**src/rtl/gray_step_ctrl_pkg.sv**
```systemverilog
// Shared state encoding and parameter defaults for the button-to-step controller.
package gray_step_ctrl_pkg;

  localparam logic [1:0] IDLE  = 2'd0;
  localparam logic [1:0] PRESS = 2'd1;
  localparam logic [1:0] RUN   = 2'd2;
  localparam logic [1:0] STOP  = 2'd3;

  localparam int LONG_CYC_DEF = 8;
  localparam int TICK_CYC_DEF = 4;

endpackage

```
**src/rtl/gray_tick_gen.sv**
```systemverilog
// Modulo-TICK_CYC prescaler; wrap pulses in the cycle the count sits at TICK_CYC-1.
module gray_tick_gen #(
  parameter int TICK_CYC = 4
) (
  input  logic clk,
  input  logic reset,
  input  logic clr,
  input  logic en,
  output logic wrap
);

  localparam int TW = $clog2(TICK_CYC);
  localparam logic [TW-1:0] TICK_MAX = TW'(TICK_CYC - 1);

  logic [TW-1:0] presc;

  assign wrap = en && !clr && (presc == TICK_MAX);

  // NOTE: sequential state uses non-blocking assignments so every register
  // samples the pre-edge values, independent of statement order.
  always_ff @(posedge clk or negedge reset) begin
    if (!reset) begin
      presc <= '0;
    end else if (clr) begin
      presc <= '0;
    end else if (en) begin
      if (presc == TICK_MAX) presc <= '0;
      else                   presc <= presc + TW'(1);
    end
  end

endmodule

```
**src/rtl/gray_step_ctrl.sv**
```systemverilog
// Push-button sequencer for the Gray counter: short press steps once, long press latches auto-run.
// Optional GRAY_STEP_CTRL_DIR_EN toggles dir on every RUN->STOP so alternate runs count up/down.
module gray_step_ctrl
  import gray_step_ctrl_pkg::*;
#(
  parameter int LONG_CYC = LONG_CYC_DEF,
  parameter int TICK_CYC = TICK_CYC_DEF
) (
  input  logic clk,
  input  logic reset,
  input  logic en,
  input  logic btn,
  output logic step,
  output logic running,
  output logic busy,
  output logic dir
);

  localparam int HW = $clog2(LONG_CYC);
  localparam logic [HW-1:0] HOLD_MAX = HW'(LONG_CYC - 1);

  logic [1:0]    state;
  logic [HW-1:0] hold_cnt;
  logic          btn_q;
  logic          tick_run;
  logic          tick_wrap;
  logic          stop_press;

  // Auto-run is stopped only by a fresh press, so the long press that started it is ignored.
  assign tick_run   = en && (state == RUN);
  assign stop_press = tick_run && btn && !btn_q;

  gray_tick_gen #(
    .TICK_CYC(TICK_CYC)
  ) u_tick (
    .clk  (clk),
    .reset(reset),
    .clr  (!tick_run),
    .en   (tick_run),
    .wrap (tick_wrap)
  );

  always_ff @(posedge clk or negedge reset) begin
    if (!reset) begin
      state    <= IDLE;
      hold_cnt <= '0;
      step     <= 1'b0;
      btn_q    <= 1'b0;
    end else begin
      btn_q <= btn;
      step  <= 1'b0;
      if (!en) begin
        state    <= IDLE;
        hold_cnt <= '0;
      end else begin
        case (state)
          IDLE: begin
            hold_cnt <= '0;
            if (btn) state <= PRESS;
          end
          PRESS: begin
            if (!btn) begin
              state    <= IDLE;
              step     <= 1'b1;
              hold_cnt <= '0;
            end else if (hold_cnt == HOLD_MAX) begin
              state    <= RUN;
              hold_cnt <= '0;
            end else begin
              hold_cnt <= hold_cnt + HW'(1);
            end
          end
          RUN: begin
            step <= tick_wrap;
            if (stop_press) state <= STOP;
          end
          STOP: begin
            if (!btn) state <= IDLE;
          end
          default: state <= IDLE;
        endcase
      end
    end
  end

  assign running = (state == RUN);
  assign busy    = (state != IDLE);

`ifdef GRAY_STEP_CTRL_DIR_EN
  always_ff @(posedge clk or negedge reset) begin
    if (!reset)          dir <= 1'b0;
    else if (stop_press) dir <= ~dir;
  end
`else
  assign dir = 1'b0;
`endif

endmodule

```
**config.mk**
```make
export PLATFORM = sky130hd
export DESIGN_NAME = gray_step_ctrl
export DESIGN_NICKNAME = d
export VERILOG_FILES = /design/src/rtl/gray_step_ctrl_pkg.sv /design/src/rtl/gray_tick_gen.sv /design/src/rtl/gray_step_ctrl.sv
export SDC_FILE = /design/constraint.sdc
export NUM_CORES = 1
export LEC_CHECK = 0
export CORE_AREA = 2 2 39 41
export DETAILED_ROUTE_END_ITERATION = 8
export DIE_AREA = 0 0 41 43
export GPL_ROUTABILITY_DRIVEN = 1
export GPL_TIMING_DRIVEN = 0
export PLACE_DENSITY = 0.71
export SLEW_MARGIN = 15
export SYNTH_ARGS = -nofsm -noshare
export SYNTH_HDL_FRONTEND = slang
export SYNTH_HIERARCHICAL = 1
export SYNTH_SLANG_ARGS = --single-unit
```
**constraint.sdc**
```tcl
create_clock -name clk -period 4.25 [get_ports clk]
set_clock_uncertainty 0.15 [all_clocks]
set_input_delay 0.425 -clock clk [delete_from_list [all_inputs] [get_ports clk]]
set_output_delay 0.425 -clock clk [all_outputs]
set_load 0.03 [all_outputs]
```
==> impl_metrics.py, run 1 <==
metrics = {
    "layout": {
        "final_common_cell": "dfrtp_1",
        "final_cell_mix": "dfrtp_1, inv_1, nor2_1, ha_1, clkdlybuf4s50_1",
        "nets": 77,
        "final_layout_size_suffix_gt1_frac": 0.108,
        "antennaDiodeCount": 0,
        "final_util": 0.460,
        "synthToLayoutAreaGrowth_pct": 20.0,
        "fin_cells": 81,
    },
    "timing": {
        "whs_ns": 0.301,
        "fin_setup_tns_ns": 0,
        "fmax_ghz": 0.423,
        "setup_viol": 0,
        "finalHoldViolations": 0,
        "finalCritPeriodShare": 0.556,
        "drv_slew": 0,
        "period_minus_slack_ns": 2.36,
        "rsz0062_at_grt": "no",
    },
    "placement": {
        "place.gp.congestion": 0.708,
        "io_buffers": 6,
        "dp.cells": 77,
        "place_hpwl_um": 694,
    },
    "global_routing": {
        "antenna_found_initial": 0,
        "grt_pass1_wl_um": 1520,
        "grt_pass1_vias": 357,
        "grtUsageTotal": 0.134,
        "grt_max_degree": 10,
        "overflow": 0,
    },
    "critical_path": {
        "worstSetupPathType": "register to output port",
        "crit_chain": "inv_1 -> ha_1 -> clkdlybuf4s50_1",
        "crit_fanout": 6,
        "arrival_ns": 1.79,
        "start_kind": "register",
        "cp_top_family": "buffers and inverters",
        "cpMaxStageDelayCell": "clkdlybuf4s50_1",
        "critical_path.endpoint_type": "output port",
        "critPathRequiredTime_ns": 3.67,
        "critPathMaxStageDelay_ns": 0.70,
        "path_buf_inv": 2,
    },
    "logic_synthesis": {
        "synth.area.mux_share": 0.0377,
        "ys.flop_type": "dfrtp_1",
        "synth-compound-area-share": 0.149,
        "synth_cells": 55,
        "ys_warn_count": 6,
        "syn-num-nets": 66,
        "yosysUniqueCellTypes": 21,
        "async_flop_share": 1.00,
        "syn-mean-instance-area_um2": 9.65,
        "synthAdderAreaFrac": 0.165,
        "synth_edf_count": 0,
        "yosysSeqAreaShare": 0.425,
        "syn_area_um2": 531,
        "synth_top_family_by_area": "adder cells",
        "synth_xor_area_frac": 0,
        "ys_ff_latch": 9,
        "yosys.area_share.simple": 0.153,
    },
    "floorplan": {
        "die_area_um2": 1760,
        "num_rows": 14,
        "core_area_um2": 1380,
        "die_x_um": 41,
        "initial_core_util": 0.383,
        "num_io_pins": 8,
        "die_h_um": 43,
    },
    "clock_network": {
        "cts_root_buf": "clkbuf_4",
        "post_cts_resized": 0,
        "clock_sinks": 9,
        "clockBufferDepth": 2,
        "post_cts_buffers": 0,
        "hold_buffers": 0,
        "cts_made_buffers": 3,
        "clock_latency_ns": 0.27,
        "cts_htree_levels": 1,
        "cts_tree": "built",
        "path_clk_slew_ns": 0.06,
    },
    "routing": {
        "num_vias": 407,
        "routed_wl_um": 929,
        "wl_per_cell_um": 11.5,
        "drc_errors": 0,
        "dr.pass1.iters": 4,
        "ant_nets": 0,
        "via_per_inst": 5.02,
        "drt_iter0_markers": 5,
    },
    "pwr": {
        "switching_share": 0.303,
        "total_power_mw": 0.205,
        "max-vdd-ir-drop_v": 0.000160,
        "p_seq_frac": 0.453,
        "leakage_nw": 0.302,
        "p_int_mw": 0.143,
        "p_per_area_nw_per_um2": 322,
        "p_switching_mw": 0.0621,
        "combPwrFrac": 0.214,
        "p_clk_frac": 0.333,
    },
    "status": {
        "outcome": "finished, final reports clean",
    },
    "job": {
        "cap_violations": 0,
    },
    "worst_hold_path": {
        "hp-class": "input pin to async pin",
    },
}
## registers in the layout (all words and copies together) (netlist names)
register	count
step	1
state	2
hold_cnt	3
u_tick/presc	2
btn_q	1
## layer usage
| metal | GRT usage | wire [um] |
|---|---|---|
| met1 | 0.179 | 444 |
| met2 | 0.178 | 412 |
| met3 | 0.0471 | 47 |
| met4 | 0.0800 | 25 |
| met5 | 0 | 0 |
## power by group through the flow
stage | combinational, mW | sequential [mW] | clock (mW)
finish | 0.0439 | 0.0930 | 0.0683
global route | 0.0485 | 0.0935 | 0.0737
CTS | 0.0439 | 0.0931 | 0.0697
detailed placement | 0.0436 | 0.0947 | 0
global placement | 0.0434 | 0.0947 | 0
floorplan | 0.0281 | 0.0944 | 0
## synth_stat cells, drive strengths merged, types with 2 or more instances
master	number	area, um2
a21oi	4	23.8
dfrtp	9	225
nand2	5	18.8
mux2i	2	20.0
nor3	2	15.0
ha	7	87.6
a32oi	2	17.5
inv	7	26.3
nor2	7	26.3
## per-stage QoR
stage / setup slack, ns / instance area (um2)
global placement: 2.18 / 611
detailed placement: 2.18 / 611
global route: 1.81 / 637
CTS: 1.88 / 637
finish: 1.89 / 637
floorplan: 2.39 / 531
## cell type report
class	instances	area (um2)
fill	126	747
multi-input combinational	38	272
sequential	9	225
timing repair buffer	6	60.1
clock buffer	4	26.3
inverter	7	26.3
tap	16	20.0
buffer	1	7.51
## final timing paths
check	from	endpoint	slack (ns)	cells after the start
min in group clk	hold_cnt[2]	hold_cnt[2]	0.37	2
max in group asynchronous	reset	hold_cnt[2]	3.36	1
worst max register to register	state[0]	state[1]	2.48	6
worst min register to register	hold_cnt[2]	hold_cnt[2]	0.37	2
worst max-delay path	state[0]	running	1.89	3
worst min-delay path	reset	state[0]	0.30	1
## logic make-up (layout without fill, tap and decap cells)
kind of cell,after synthesis,after routing
and+or+nand+nor,17,17
AOI/OAI and AO/OA,11,11
DFF,9,9
buffers and inverters,8,18
adders and majority gates,7,7
muxes,2,2
other,1,1
## worst register-to-register path, stage by stage, from the launching register on
cell and delay, ns:
dfrtp_1 0.43, inv_1 0.10, ha_1 0.27, a21oi_1 0.19
a21o_2 0.16, a31oi_1 0.09, a311oi_1 0.28
Power figures use the tool's default switching activity.
==> run 2: changes to the inputs <==
--- a/config.mk
+++ b/config.mk
@@ -10,7 +10,7 @@
 export DIE_AREA = 0 0 41 43
 export GPL_ROUTABILITY_DRIVEN = 1
 export GPL_TIMING_DRIVEN = 0
-export PLACE_DENSITY = 0.71
+export PLACE_DENSITY = 0.73
 export SLEW_MARGIN = 15
 export SYNTH_ARGS = -nofsm -noshare
 export SYNTH_HDL_FRONTEND = slang
==> constraint.sdc (replaced) <==
create_clock -name clk -period 1.9 [get_ports clk]
set_clock_uncertainty 0.15 [all_clocks]
set_input_delay 0.19 -clock clk [delete_from_list [all_inputs] [get_ports clk]]
set_output_delay 0.19 -clock clk [all_outputs]
set_load 0.03 [all_outputs]
==> run 2 against run 1 <==
Register-to-register slack got worse by 2.4 ns. Hold slack worse by 0.23 ns. First-iteration DRC count rose by 140%. Sequential cell count unchanged. Clock-buffer cell count is the same. Cell area is 0.79% lower. Die area unchanged. Utilization shrank 0.36 points. Cell count unchanged. Routed wire length fell by 1.2%. Clock power increased by 120%. Critical path type unchanged. Critical endpoint unchanged. Largest power group unchanged. Highest routed layer unchanged.
==> impl_metrics.py, run 2 (same netlist as run 1, synthesis figures left out) <==
metrics = {
    "layout": {
        "regMostFlops": "hold_cnt",
        "nets": 77,
        "synthToLayoutAreaGrowth_pct": 19.1,
        "final_layout_size_suffix_gt1_frac": 0.123,
        "final_common_cell": "dfrtp_1",
        "largest_reg_flops": 3,
        "antennaDiodeCount": 0,
        "fill_cells": 129,
        "final_cell_mix": "dfrtp_1, inv_1, nor2_1, ha_1, nand2_1",
        "reg_top3": "hold_cnt (3), state (2), u_tick/presc (2)",
        "regArea_um2": 225,
        "multi_input_area_um2": 272,
    },
    "floorplan": {
        "die_area_um2": 1760,
        "num_rows": 14,
        "die_h_um": 43,
        "die_x_um": 41,
        "initial_core_util": 0.383,
        "core_area_um2": 1380,
        "num_io_pins": 8,
    },
    "timing": {
        "setup_viol": 0,
        "whs_ns": 0.0698,
        "fin_setup_tns_ns": 0,
        "fmax_ghz": 0.546,
        "finalHoldViolations": 0,
        "period_minus_slack_ns": 1.83,
        "finalCritPeriodShare": 0.963,
        "rsz0062_at_grt": "no",
        "drv_slew": 0,
    },
    "global_routing": {
        "grt_pass1_wl_um": 1660,
        "grt_max_degree": 10,
        "overflow": 0,
        "grt_pass1_vias": 401,
        "antenna_found_initial": 0,
        "grtUsageTotal": 0.146,
    },
    "routing": {
        "routed_wl_um": 918,
        "ant_nets": 0,
        "dr.pass1.iters": 3,
        "via_per_inst": 4.89,
        "wl_per_cell_um": 11.3,
        "drt_iter0_markers": 12,
        "num_vias": 396,
        "drc_errors": 0,
    },
    "critical_path": {
        "r2r_setup_slack_ns": 0.10,
        "path_buf_inv": 2,
        "start_kind": "register",
        "crit_cells": 3,
        "timing.rr.end": "u_tick/presc[0]",
        "critPathCapture": "running",
        "critPathRequiredTime_ns": 1.56,
        "arrival_ns": 1.49,
        "worstReg2RegStart": "state[0]",
        "crit_chain": "inv_1 -> ha_1 -> clkdlybuf4s15_1",
        "critPathMaxStageDelay_ns": 0.44,
        "r2r.worst_path.cells": 5,
        "worstSetupPathType": "register to output port",
        "critical_path.endpoint_type": "output port",
        "critPathLaunch": "state[0]",
        "crit_fanout": 6,
        "cp_top_family": "buffers and inverters",
        "cpMaxStageDelayCell": "dfrtp_1",
    },
    "status": {
        "outcome": "finished, final reports clean",
    },
    "placement": {
        "place.gp.congestion": 0.726,
        "io_buffers": 6,
        "place_hpwl_um": 701,
    },
    "worst_hold_path": {
        "hp-class": "input pin to async pin",
    },
    "clock_network": {
        "clock_latency_ns": 0.26,
        "cts_root_buf": "clkbuf_4",
        "cts_htree_levels": 1,
        "hold_buffers": 0,
        "path_clk_slew_ns": 0.06,
        "cts_tree": "built",
        "clockBufferDepth": 2,
        "clock_sinks": 9,
        "cts_made_buffers": 3,
    },
    "pwr": {
        "leakage_nw": 0.304,
        "p_per_area_nw_per_um2": 712,
        "max-vdd-ir-drop_v": 0.000483,
    },
    "job": {
        "cap_violations": 0,
    },
}
-- run 2: how the worst min path moves through the flow --
stage,endpoint,slack (ns)
floorplan,btn_q,-0.26
global placement,hold_cnt[2],0.35
detailed placement,state[0],0.37
CTS,state[0],0.08
global route,step,0.13
finish,state[0],0.07
-- run 2: area by class of cell --
type,count,area share
clock buffer,4,0.0416
inverter,7,0.0416
buffer,1,0.0119
tap,16,0.0317
sequential,9,0.356
multi-input combinational,38,0.430
timing repair buffer,6,0.0871
-- run 2: timing repair --
| item | CTS | global route |
|---|---|---|
| setup buffers | 0 | 0 |
| setup endpoints to repair | 2 | 2 |
| gates resized for setup | 2 | 3 |
| pin swaps | 0 | 0 |
-- run 2: stage by stage --
step,cells,setup WS (ns),power [mW],cell area (um2),util
after floorplan,55,0.0394,0.274,531,-
after global placement,77,0.0725,0.308,611,0.441
after detailed placement,77,0.0553,0.308,611,0.441
after CTS,81,0.0481,0.457,634,0.458
after global routing,81,0.000325,0.476,632,0.457
final,81,0.0694,0.450,632,0.457
-- run 2: where the power goes --
| part | leakage (nW) | internal, mW | total [mW] | switching, mW |
|---|---|---|---|---|
| logic | 0.167 | 0.0347 | 0.0925 | 0.0578 |
| clock network | 0.0150 | 0.0810 | 0.149 | 0.0681 |
| registers | 0.122 | 0.199 | 0.208 | 0.00894 |
| total | 0.304 | 0.315 | 0.450 | 0.135 |
-- run 2: routing by layer --
layer | share of wire | vias up | track usage
li1 | - | 206 | -
met1 | 0.47 | 183 | 0.186
met2 | 0.50 | 5 | 0.200
met3 | 0.026 | 2 | 0.0314
met4 | 0.0087 | 0 | 0.120
met5 | 0 | - | 0
==> run 3: changes to the inputs <==
--- a/config.mk
+++ b/config.mk
@@ -5,12 +5,14 @@
 export SDC_FILE = /design/constraint.sdc
 export NUM_CORES = 1
 export LEC_CHECK = 0
+export ABC_CLOCK_PERIOD_IN_PS = 1900
 export CORE_AREA = 2 2 39 41
 export DETAILED_ROUTE_END_ITERATION = 8
 export DIE_AREA = 0 0 41 43
 export GPL_ROUTABILITY_DRIVEN = 1
 export GPL_TIMING_DRIVEN = 0
 export PLACE_DENSITY = 0.73
+export SKIP_CTS_REPAIR_TIMING = 1
 export SLEW_MARGIN = 15
 export SYNTH_ARGS = -nofsm -noshare
 export SYNTH_HDL_FRONTEND = slang
==> run 3 against run 2 <==
Clock-buffer cell count stayed put. Via count grew 0.25%. Fmax is 2.5% higher. Global-route usage unchanged. Cell count did not move. Cell area increased by 1.6%. Largest cell class unchanged. First-iteration DRC count fell by 50%. Non-clock buffer count unchanged. Register-to-register slack is essentially flat.
==> impl_metrics.py, run 3 (same netlist as run 1, synthesis figures left out) <==
metrics = {
    "layout": {
        "regArea_um2": 225,
        "nets": 77,
        "largest_reg_flops": 3,
        "final_common_cell": "dfrtp_1",
        "multi_input_area_um2": 272,
        "regMostFlops": "hold_cnt",
        "fill_cells": 128,
        "synthToLayoutAreaGrowth_pct": 21.0,
        "reg_top3": "hold_cnt (3), state (2), u_tick/presc (2)",
        "antennaDiodeCount": 0,
        "final_layout_size_suffix_gt1_frac": 0.108,
        "final_cell_mix": "dfrtp_1, inv_1, nor2_1, ha_1, nand2_1",
    },
    "global_routing": {
        "grt_pass1_wl_um": 1660,
        "use_met1": 0.186,
        "grt_use_met3": 0.0314,
        "busiest_layer": "met2",
        "grtUsageTotal": 0.146,
        "antenna_found_initial": 0,
        "gr-usage-met2": 0.200,
        "grt_max_degree": 10,
        "grt_pass1_vias": 401,
        "overflow": 0,
    },
    "clock_network": {
        "cts_htree_levels": 1,
        "cts_tree": "built",
        "cts_made_buffers": 3,
        "path_clk_slew_ns": 0.06,
        "clock_latency_ns": 0.26,
        "clock_sinks": 9,
        "clockBufferDepth": 2,
        "cts_root_buf": "clkbuf_4",
    },
    "timing": {
        "finalHoldViolations": 0,
        "setup_viol": 0,
        "fin_setup_tns_ns": 0,
        "drv_slew": 0,
        "whs_ns": 0.0696,
        "period_minus_slack_ns": 1.79,
        "fmax_ghz": 0.560,
        "finalCritPeriodShare": 0.940,
        "rsz0062_at_grt": "no",
    },
    "floorplan": {
        "num_rows": 14,
        "die_x_um": 41,
        "initial_core_util": 0.383,
        "die_area_um2": 1760,
        "num_io_pins": 8,
        "core_area_um2": 1380,
        "die_h_um": 43,
    },
    "routing": {
        "dr.pass1.iters": 3,
        "ant_nets": 0,
        "drc_errors": 0,
        "wl_per_cell_um": 11.4,
        "via_per_inst": 4.90,
        "drt_iter0_markers": 6,
        "routed_wl_um": 922,
        "num_vias": 397,
    },
    "pwr": {
        "max-vdd-ir-drop_v": 0.000484,
        "p_per_area_nw_per_um2": 707,
        "leakage_nw": 0.335,
    },
    "status": {
        "outcome": "finished, final reports clean",
    },
    "critical_path": {
        "crit_fanout": 6,
        "critPathRequiredTime_ns": 1.94,
        "start_kind": "register",
        "critical_path.endpoint_type": "register",
        "arrival_ns": 1.83,
        "worstSetupPathType": "register to register",
    },
    "placement": {
        "place.gp.congestion": 0.726,
        "place_hpwl_um": 701,
        "io_buffers": 6,
    },
    "worst_hold_path": {
        "hp-class": "input pin to async pin",
    },
    "job": {
        "cap_violations": 0,
    },
}
## run 3: cell count changes in the layout (fill, tap and decap cells not counted)
cell / change
clkdlybuf4s15_1: -1
clkbuf_2: -1
dlymetal6s2s_1: +2
## run 3: area by class of cell
class | instances | area share
sequential | 9 | 0.351
inverter | 7 | 0.0409
tap | 16 | 0.0312
timing repair buffer | 6 | 0.101
clock buffer | 4 | 0.0409
multi-input combinational | 38 | 0.423
buffer | 1 | 0.0117
## run 3: metal layers
| layer | part of all wire | vias to the layer above |
|---|---|---|
| met3 | 0.026 | 2 |
| met4 | 0.0087 | 0 |
| li1 | - | 207 |
| met2 | 0.50 | 5 |
| met5 | 0 | - |
| met1 | 0.46 | 183 |
## run 3: stage by stage
step	util	total power [mW]	cell area, um2	instances	setup slack (ns)
finish	0.464	0.454	642	81	0.113
global placement	0.441	0.308	611	77	0.0725
detailed placement	0.441	0.308	611	77	0.0553
CTS	0.460	0.461	637	81	-0.236
global route	0.464	0.480	642	81	0.00329
floorplan	-	0.274	531	55	0.0394
## run 3: worst max-delay path, cell delays in order, from the launching register on
cell	delay, ns
dfrtp_1	0.44
inv_1	0.13
ha_1	0.25
and2_1	0.24
or3b_1	0.38
a21oi_2	0.13
## run 3: worst paths after layout
check                            startpoint               to  slack [ns]  cells after the start
worst max register to register     state[0]  u_tick/presc[0]        0.11                      5
worst max-delay path               state[0]  u_tick/presc[0]        0.11                      5
min in group clk                hold_cnt[1]      hold_cnt[1]        0.37                      2
max in group asynchronous             reset  u_tick/presc[1]        1.24                      1
worst min-delay path                  reset         state[0]        0.07                      1
worst min register to register  hold_cnt[1]      hold_cnt[1]        0.37                      2
## run 3: where the power goes
part | switching (mW) | internal (mW) | leakage, nW | total (mW)
sequential | 0.00896 | 0.199 | 0.122 | 0.208
clock | 0.0681 | 0.0810 | 0.0150 | 0.149
combinational | 0.0579 | 0.0383 | 0.198 | 0.0962
